<file path="src/rtl/transpose_buffer_pp.sv">
// Ping-pong transpose buffer: row-wise fetch beats fill one bank while the
// other bank is read out column by column under a ready/valid handshake.
module transpose_buffer_pp #(
  parameter int unsigned WORD_WIDTH  = 16,
  parameter int unsigned FETCH_WIDTH = 4,
  parameter int unsigned NUM_ROWS    = 2,
  localparam int unsigned COL_W = (FETCH_WIDTH > 2) ? $clog2(FETCH_WIDTH) : 1
) (
  input  logic                           clk,
  input  logic                           rst,
  input  logic [FETCH_WIDTH*WORD_WIDTH-1:0] in_data,
  input  logic [FETCH_WIDTH-1:0]         in_mask,
  input  logic                           in_valid,
  output logic                           in_ready,
  input  logic                           flush,
  output logic [NUM_ROWS*WORD_WIDTH-1:0] out_pixels,
  output logic [COL_W-1:0]               out_col_index,
  output logic                           out_last,
  output logic                           out_valid,
  input  logic                           out_ready
);

  localparam int unsigned ROW_W = (NUM_ROWS > 1) ? $clog2(NUM_ROWS) : 1;
  localparam logic [COL_W-1:0] LAST_COL = COL_W'(FETCH_WIDTH - 1);
  localparam logic [ROW_W-1:0] LAST_ROW = ROW_W'(NUM_ROWS - 1);

  logic [WORD_WIDTH-1:0] r_mem [2][NUM_ROWS][FETCH_WIDTH];
  logic [1:0]            r_full;
  logic                  r_wr_bank;
  logic                  r_rd_bank;
  logic [ROW_W-1:0]      r_row_cnt;
  logic [COL_W-1:0]      r_col_cnt;

  logic       w_in_ready;
  logic       w_out_valid;
  logic       w_out_last;
  logic       w_wr;
  logic       w_rd;
  logic       w_row_last;
  logic [1:0] w_full_nxt;

  assign w_in_ready  = !rst && !flush && !r_full[r_wr_bank];
  assign w_out_valid = r_full[r_rd_bank];
  assign w_out_last  = w_out_valid && (r_col_cnt == LAST_COL);
  assign w_wr        = in_valid && w_in_ready;
  assign w_rd        = w_out_valid && out_ready;
  assign w_row_last  = (r_row_cnt == LAST_ROW);

  assign in_ready      = w_in_ready;
  assign out_valid     = w_out_valid;
  assign out_last      = w_out_last;
  assign out_col_index = r_col_cnt;

  // Fill-complete and drain-complete always hit different banks, so both apply.
  always_comb begin
    w_full_nxt = r_full;
    if (w_wr && w_row_last) w_full_nxt[r_wr_bank] = 1'b1;
    if (w_rd && w_out_last) w_full_nxt[r_rd_bank] = 1'b0;
  end

  always_comb begin
    out_pixels = '0;
    for (int unsigned r = 0; r < NUM_ROWS; r++) begin
      out_pixels[r*WORD_WIDTH +: WORD_WIDTH] = r_mem[r_rd_bank][ROW_W'(r)][r_col_cnt];
    end
  end

  // Storage is intentionally left unreset; out_pixels is only meaningful with out_valid.
  always_ff @(posedge clk) begin
    if (w_wr) begin
      for (int unsigned i = 0; i < FETCH_WIDTH; i++) begin
        r_mem[r_wr_bank][r_row_cnt][COL_W'(i)] <=
          in_mask[i] ? in_data[i*WORD_WIDTH +: WORD_WIDTH] : '0;
      end
    end
  end

  always_ff @(posedge clk) begin
    if (rst) begin
      r_full    <= '0;
      r_wr_bank <= 1'b0;
      r_rd_bank <= 1'b0;
      r_row_cnt <= '0;
      r_col_cnt <= '0;
    end else begin
      r_full <= w_full_nxt;
      if (w_wr) begin
        if (w_row_last) begin
          r_wr_bank <= ~r_wr_bank;
          r_row_cnt <= '0;
        end else begin
          r_row_cnt <= r_row_cnt + ROW_W'(1);
        end
      end else if (flush) begin
        r_row_cnt <= '0;
      end
      if (w_rd) begin
        if (w_out_last) begin
          r_rd_bank <= ~r_rd_bank;
          r_col_cnt <= '0;
        end else begin
          r_col_cnt <= r_col_cnt + COL_W'(1);
        end
      end
    end
  end

endmodule

</file>
<file path="config.mk">
export PLATFORM = sky130hd
export DESIGN_NAME = transpose_buffer_pp
export DESIGN_NICKNAME = d
export VERILOG_FILES = /design/src/rtl/transpose_buffer_pp.sv
export SDC_FILE = /design/constraint.sdc
export NUM_CORES = 1
export LEC_CHECK = 0
export BUFFER_PORTS_ARGS = -buffer_cell sky130_fd_sc_hd__buf_2
export CORE_MARGIN = 3
export CORE_UTILIZATION = 35
export CTS_BUF_LIST = sky130_fd_sc_hd__clkbuf_8
export CTS_CLUSTER_DIAMETER = 150
export CTS_CLUSTER_SIZE = 10
export DETAILED_ROUTE_END_ITERATION = 6
export GPL_TIMING_DRIVEN = 1
export PLACE_DENSITY = 0.55
export SETUP_SLACK_MARGIN = 0.15
export SYNTH_ARGS = -nofsm -noshare
export SYNTH_HDL_FRONTEND = slang
export SYNTH_SLANG_ARGS = --single-unit
</file>
<file path="constraint.sdc">
create_clock -name clk -period 5.8 [get_ports clk]
set_input_delay 0.29 -clock clk [delete_from_list [all_inputs] [get_ports clk]]
set_output_delay 0.29 -clock clk [all_outputs]
set_load 0.05 [all_outputs]
</file>
# Word level (Yosys, flattened, before mapping)
# Memory sizes are Yosys's and may differ from the RTL's. A register that Yosys moved wholly into a read port is not among the register bits.
# Index checks and enable logic that the tools add are counted.
dict set report totals {
  register_bits 7
  mem_bits_rw 256
  input_bits 73
  out_inout_bits 37
  memories 1
}
# memory depth word_bits rd rd_ports_with_merged_regs write_ports line
set memory_table {}
lappend memory_table {r_mem 2 128 1 1 1 27} ;# logic [WORD_WIDTH-1:0] r_mem [2][NUM_ROWS][FETCH_WIDTH];
dict set report op_classes {
  addsub 2
  order_cmp 7
  eq_ne 1
  muxes 423
  bitwise_logic 391
  reduce_logical 16
}
# operator count
set ops {}
lappend ops {{2-to-1 mux 128 bit} 4}
lappend ops {{2-to-1 mux 1 bit} 396}
lappend ops {{OR 1 bit} 384}
lappend ops {{demux 64 bit (select 1 bit)} 4}
lappend ops {{2-to-1 mux 16 bit} 9}
lappend ops {{binary-select mux 16 bit (select 2 bit)} 2}
lappend ops {{2-to-1 mux 64 bit} 1}
lappend ops {{2-to-1 mux 48 bit} 1}
lappend ops {{2-to-1 mux 32 bit} 1}
lappend ops {{logical AND 1 bit} 10}
lappend ops {{2-to-1 mux 2 bit} 3}
lappend ops {{less-than comparator 1 x 2 -> 1 bit (second input constant)} 2}
lappend ops {{AND reduction 2 bit} 2}
lappend ops {{greater-or-equal comparator 3 bit (second input constant)} 1}
lappend ops {{logical NOT 1 bit} 3}
lappend ops {{NOT 2 -> 3 bit} 1}
lappend ops {{adder 2 x 1 -> 2 bit (second input constant)} 1}
lappend ops {{AND 2 bit} 1}
lappend ops {{demux 1 bit (select 1 bit)} 2}
lappend ops {{equality test 2 bit (second input constant)} 1}
lappend ops {{greater-or-equal comparator 1 bit (second input constant)} 2}
lappend ops {{greater-or-equal comparator 2 bit (second input constant)} 1}
lappend ops {{less-than comparator 2 x 1 -> 1 bit (second input constant)} 1}
lappend ops {{NOT 1 bit} 2}
lappend ops {{5 further kinds} 5}

# Longest topological paths before layout
dict set report depth {
  word_depth 10
  mapped_depth 6
}

# Least setup slack after synthesis
# Ideal clock, no wire load.
dict set report synth_timing {
  path_kind {input port to flip-flop}
  from {in rst}
  to {mem r_mem[1][0] in the netlist's numbering (enable)}
  setup_time_ns 0.565
  arrival_time_ns 5.334
  t_required_ns 5.235
  slack_ns -0.099
  cell_stages 5
  path_buffers 3
  cell_sequence {clkbuf_1 nand4bb_1 clkbuf_1 clkbuf_1 nor3_1}
}
dict set report synth_between {
  elab_chain_cells 9
}
# element line
set synth_lines {}
lappend synth_lines {{start: declaration} 10} ;# input logic rst,
lappend synth_lines {{logical NOT 1 bit *} 42} ;# assign w_in_ready = !rst && !flush && !r_full[r_wr_bank];
lappend synth_lines {{logical AND 1 bit * (2 in series)} 42}
lappend synth_lines {{logical AND 1 bit *} 45} ;# assign w_wr = in_valid && w_in_ready;
lappend synth_lines {{2-to-1 mux 1 bit *} 70} ;# if (w_wr) begin
lappend synth_lines {{2-to-1 mux 128 bit} 73} ;# in_mask[i] ? in_data[i*WORD_WIDTH +: WORD_WIDTH] : '0;
lappend synth_lines {{OR 1 bit (no line) (2 in series)} --}
lappend synth_lines {{OR 1 bit (no line) *} --}
lappend synth_lines {{end: declaration} 27}
# Every way passes the cells marked *; elsewhere a longest branch is shown, timed or not.

# Worst setup path in the final report
dict set report layout_timing {
  from {reg r_wr_bank}
  to {mem r_mem[1][84] in the netlist's numbering (enable)}
}
dict set report layout_between {
  elab_chain_cells 10
}
# element line
set layout_lines {}
lappend layout_lines {{start: declaration} 29} ;# logic r_wr_bank;
lappend layout_lines {{start signal: assignment} 89} ;# r_wr_bank <= ~r_wr_bank;
lappend layout_lines {{2-to-1 mux 1 bit (not written as such) (2 in series)} 42}
lappend layout_lines {{logical NOT 1 bit} 42}
lappend layout_lines {{logical AND 1 bit} 42}
lappend layout_lines {{logical AND 1 bit} 45}
lappend layout_lines {{2-to-1 mux 1 bit} 70}
lappend layout_lines {{2-to-1 mux 128 bit} 73}
lappend layout_lines {{OR 1 bit (no line) (3 in series)} --}
# Parallel ways exist; a longest one is shown, timed or not. The select of a mux whose other input is x is not followed.

==> reports/results.tsv <==
stage	metric	value	unit
timing	hold_violations	0	
die	die_x	184.8	µm
drt	ant_nets	0	
power	p_sw_share	21.76	%
finish	syn_to_final_growth	12.76	%
timing	worst_pin_slew	1038	ps
worst_setup_path	path_class	flip-flop to flip-flop	
cts	cts_buffer_depth	3	
cts	cts_inserted_buffers	30	
timing	min_period_over_period	64.88	%
drt	drt_iter0_drc	258	
placed_design	placed_cells	1103	
cts	clkSinkCount	264	
worst_setup_path	start_kind	flip-flop	
grt	grt_first_pass_wirelength	38.61	mm
die	fp.coreArea	0.03107	mm²
yosys	synth_cells	631	
grt	grt_max_degree	52	
timing	slew_violations	0	
drt	routed_via_density	5.198	
power	seqPwrFrac	62.3	%
grt	grt.overflow.total	0	
timing	layout_min_cycle_time	3763	ps
finish	final_util	40.60	%
power	clockPowerShare	32.2	%
run_status	outcome	completed	
timing	setup_tns	0	ps
timing	rsz0062_at_grt	no	
die	dieArea	0.03414	mm²
power	max-vdd-ir-drop	0.0001489	V
min_path	hold_depth	4	
finish	drive_gt1_share	34.04	%
flow_run	max-cap-violations	0	
finish	fin_nets	815	
yosys	seq_area_frac_synth	70.16	%
drt	routed_wl	25.65	mm
power	p_sw	739.4	µW
timing	fmax	0.2657	GHz
power	p_int	2659	µW
drt	drc	0	
finish	antenna_cells	0	
grt	grt_use_total	15.00	%
placed_design	place_area	0.01212	mm²
power	p_total	3398	µW
finish	instances_no_fill	1148	
cts	cts_tree	done	
cts	post-cts-setup-buffers	0	
cts	clock_latency	550	ps
yosys	avgSynthCellArea	17.73	µm²
power	powerDensity	269.4	mW/mm²
cts	clk_pin_slew	80	ps
die	initial_utilization	36.00	%
grt	grt_antenna_before_repair	0	
yosys	yosysUniqueCellTypes	30	
timing	setup_violations	0	
drt	vias	5967	
die	io_pins	110	
worst_setup_path	cp-end-kind	flip-flop	
cts	cts_resized	0	
yosys	synth_area	0.01119	mm²
worst_setup_path	required	6000	ps
cts	htreeDepth	1	
worst_setup_path	cp_max_fo	51	
placed_design	gp_congestion	0.7903	
yosys	syn-num-nets	705	
yosys	ys_warn_count	0	
grt	grt_pass1_vias	6687	
power	p_comb_share	5.5	%
drt	wl_per_cell	22.34	µm
placed_design	hpwl	16.52	mm
die	floorplan.rows	64	
timing	skew	16.46	ps
yosys	synth-seq-cells	264	
die	die_h	184.8	µm
placed_design	io_buffers	109	
worst_setup_path	worstRegToRegCells	4	
drt	firstDrtPassIters	6	
finish	fin_area	0.01261	mm²
timing	max-slew-margin-rel	30.61	%
power	p_leak	0.004547	µW
worst_setup_path	worstPathArrival	3960	ps
cts	cts-root-buf	clkbuf_8	
min_path	hold_path_class	primary input to flip-flop	
## metal layers
layer	track usage, %	vias to the layer above	wire (µm)
met3	2.258	37	1140
met4	3.361	0	441
met2	26.97	151	13240
met5	0	-	0
met1	19.29	3082	10820
li1	-	2697	-
## layout by cell type, fill, tap and decap left out, types with 5 or more instances in the layout
master    count
o21ai_0      67
mux2i_1      49
edfxtp_1    256
buf_4         9
buf_2       109
dfxtp_1       5
mux2_2       32
clkbuf_8     31
mux4_2       64
nand2_1      66
inv_1        31
## worst max-delay path, cell delays in order (launching register included)
cell	delay [ps]
dfxtp_1	500
mux2_4	480
or4b_4	930
nor2_4	940
buf_4	540
## timing repair
action                                  4_1_cts  5_1_grt
hold buffers                                  2        0
endpoints found under the setup margin        0        0
endpoints found under the hold margin         4        0
## power by group through the flow
| stage | Sequential (µW) | Combinational (µW) | Clock, µW |
|---|---|---|---|
| 3_5_place_dp | 2160 | 188 | 0 |
| 6_report | 2120 | 186 | 1090 |
| 3_3_place_gp | 2160 | 181 | 0 |
| 2_1_floorplan | 2160 | 113 | 0 |
| 5_1_grt | 2120 | 205 | 1210 |
| 4_1_cts | 2120 | 189 | 1130 |
## path summary, 6_finish.rpt
kind	start	end	slack, ps
worst max-delay path	r_wr_bank	r_mem[1][84]	2040
worst min-delay path	flush	r_row_cnt	120
worst max register to register	r_wr_bank	r_mem[1][84]	2040
worst min register to register	r_full[0]	r_full[0]	550
## area by class of cell
cell class	instances	area (µm²)
multi-input combinational	304	3075
timing repair buffer	120	633.1
fill	2857	18460
sequential	264	7854
inverter	21	78.83
clock inverter	12	50.05
tap	396	495.5
clock buffer	31	426.7
## Yosys cell counts, drive strengths merged
cell type | count | area, µm²
buf | 14 | 108.9
inv | 21 | 78.83
edfxtp | 256 | 7687
clkbuf | 28 | 105.1
or4 | 1 | 7.510
dfxtp | 8 | 160.2
a31oi | 1 | 6.260
nand2 | 66 | 247.7
or3 | 1 | 6.260
nor2 | 6 | 22.52
nor3 | 2 | 10.01
and2 | 1 | 6.260
ha | 1 | 12.51
or4b | 1 | 10.01
or2 | 1 | 6.260
a41oi | 1 | 8.760
nand4bb | 1 | 11.26
a41o | 1 | 10.01
nand3 | 1 | 5.000
o211ai | 1 | 7.510
o21ai | 68 | 340.3
mux2 | 33 | 375.4
a21oi | 4 | 20.02
mux4 | 64 | 1441
mux2i | 49 | 490.5
## stage by stage
step,hold slack [ps],setup slack [ps]
5_1_grt,81.97,1857
2_1_floorplan,450.2,1028
4_1_cts,74.41,1988
3_5_place_dp,534.1,1985
3_3_place_gp,504.2,2167
6_report,116.5,2037
## cells by family (layout without fill, tap and decap cells)
kind of cell	count (synthesis)	after routing	synth area share (%)
AOI/OAI and AO/OA	76	76	3.512
muxes	146	146	20.63
buffers and inverters	63	184	2.617
adders and majority gates	1	1	0.1118
DFF	264	264	70.16
and+or+nand+nor	81	81	2.975
## registers in the layout (all words and copies together) (netlist names), named ones only
| register | count |
|---|---|
| r_mem | 256 |
| out_col_index | 2 |
| r_full | 2 |
| r_rd_bank | 1 |
| r_row_cnt | 1 |
| r_wr_bank | 1 |
Note: power is estimated with default switching activity, not from simulation.
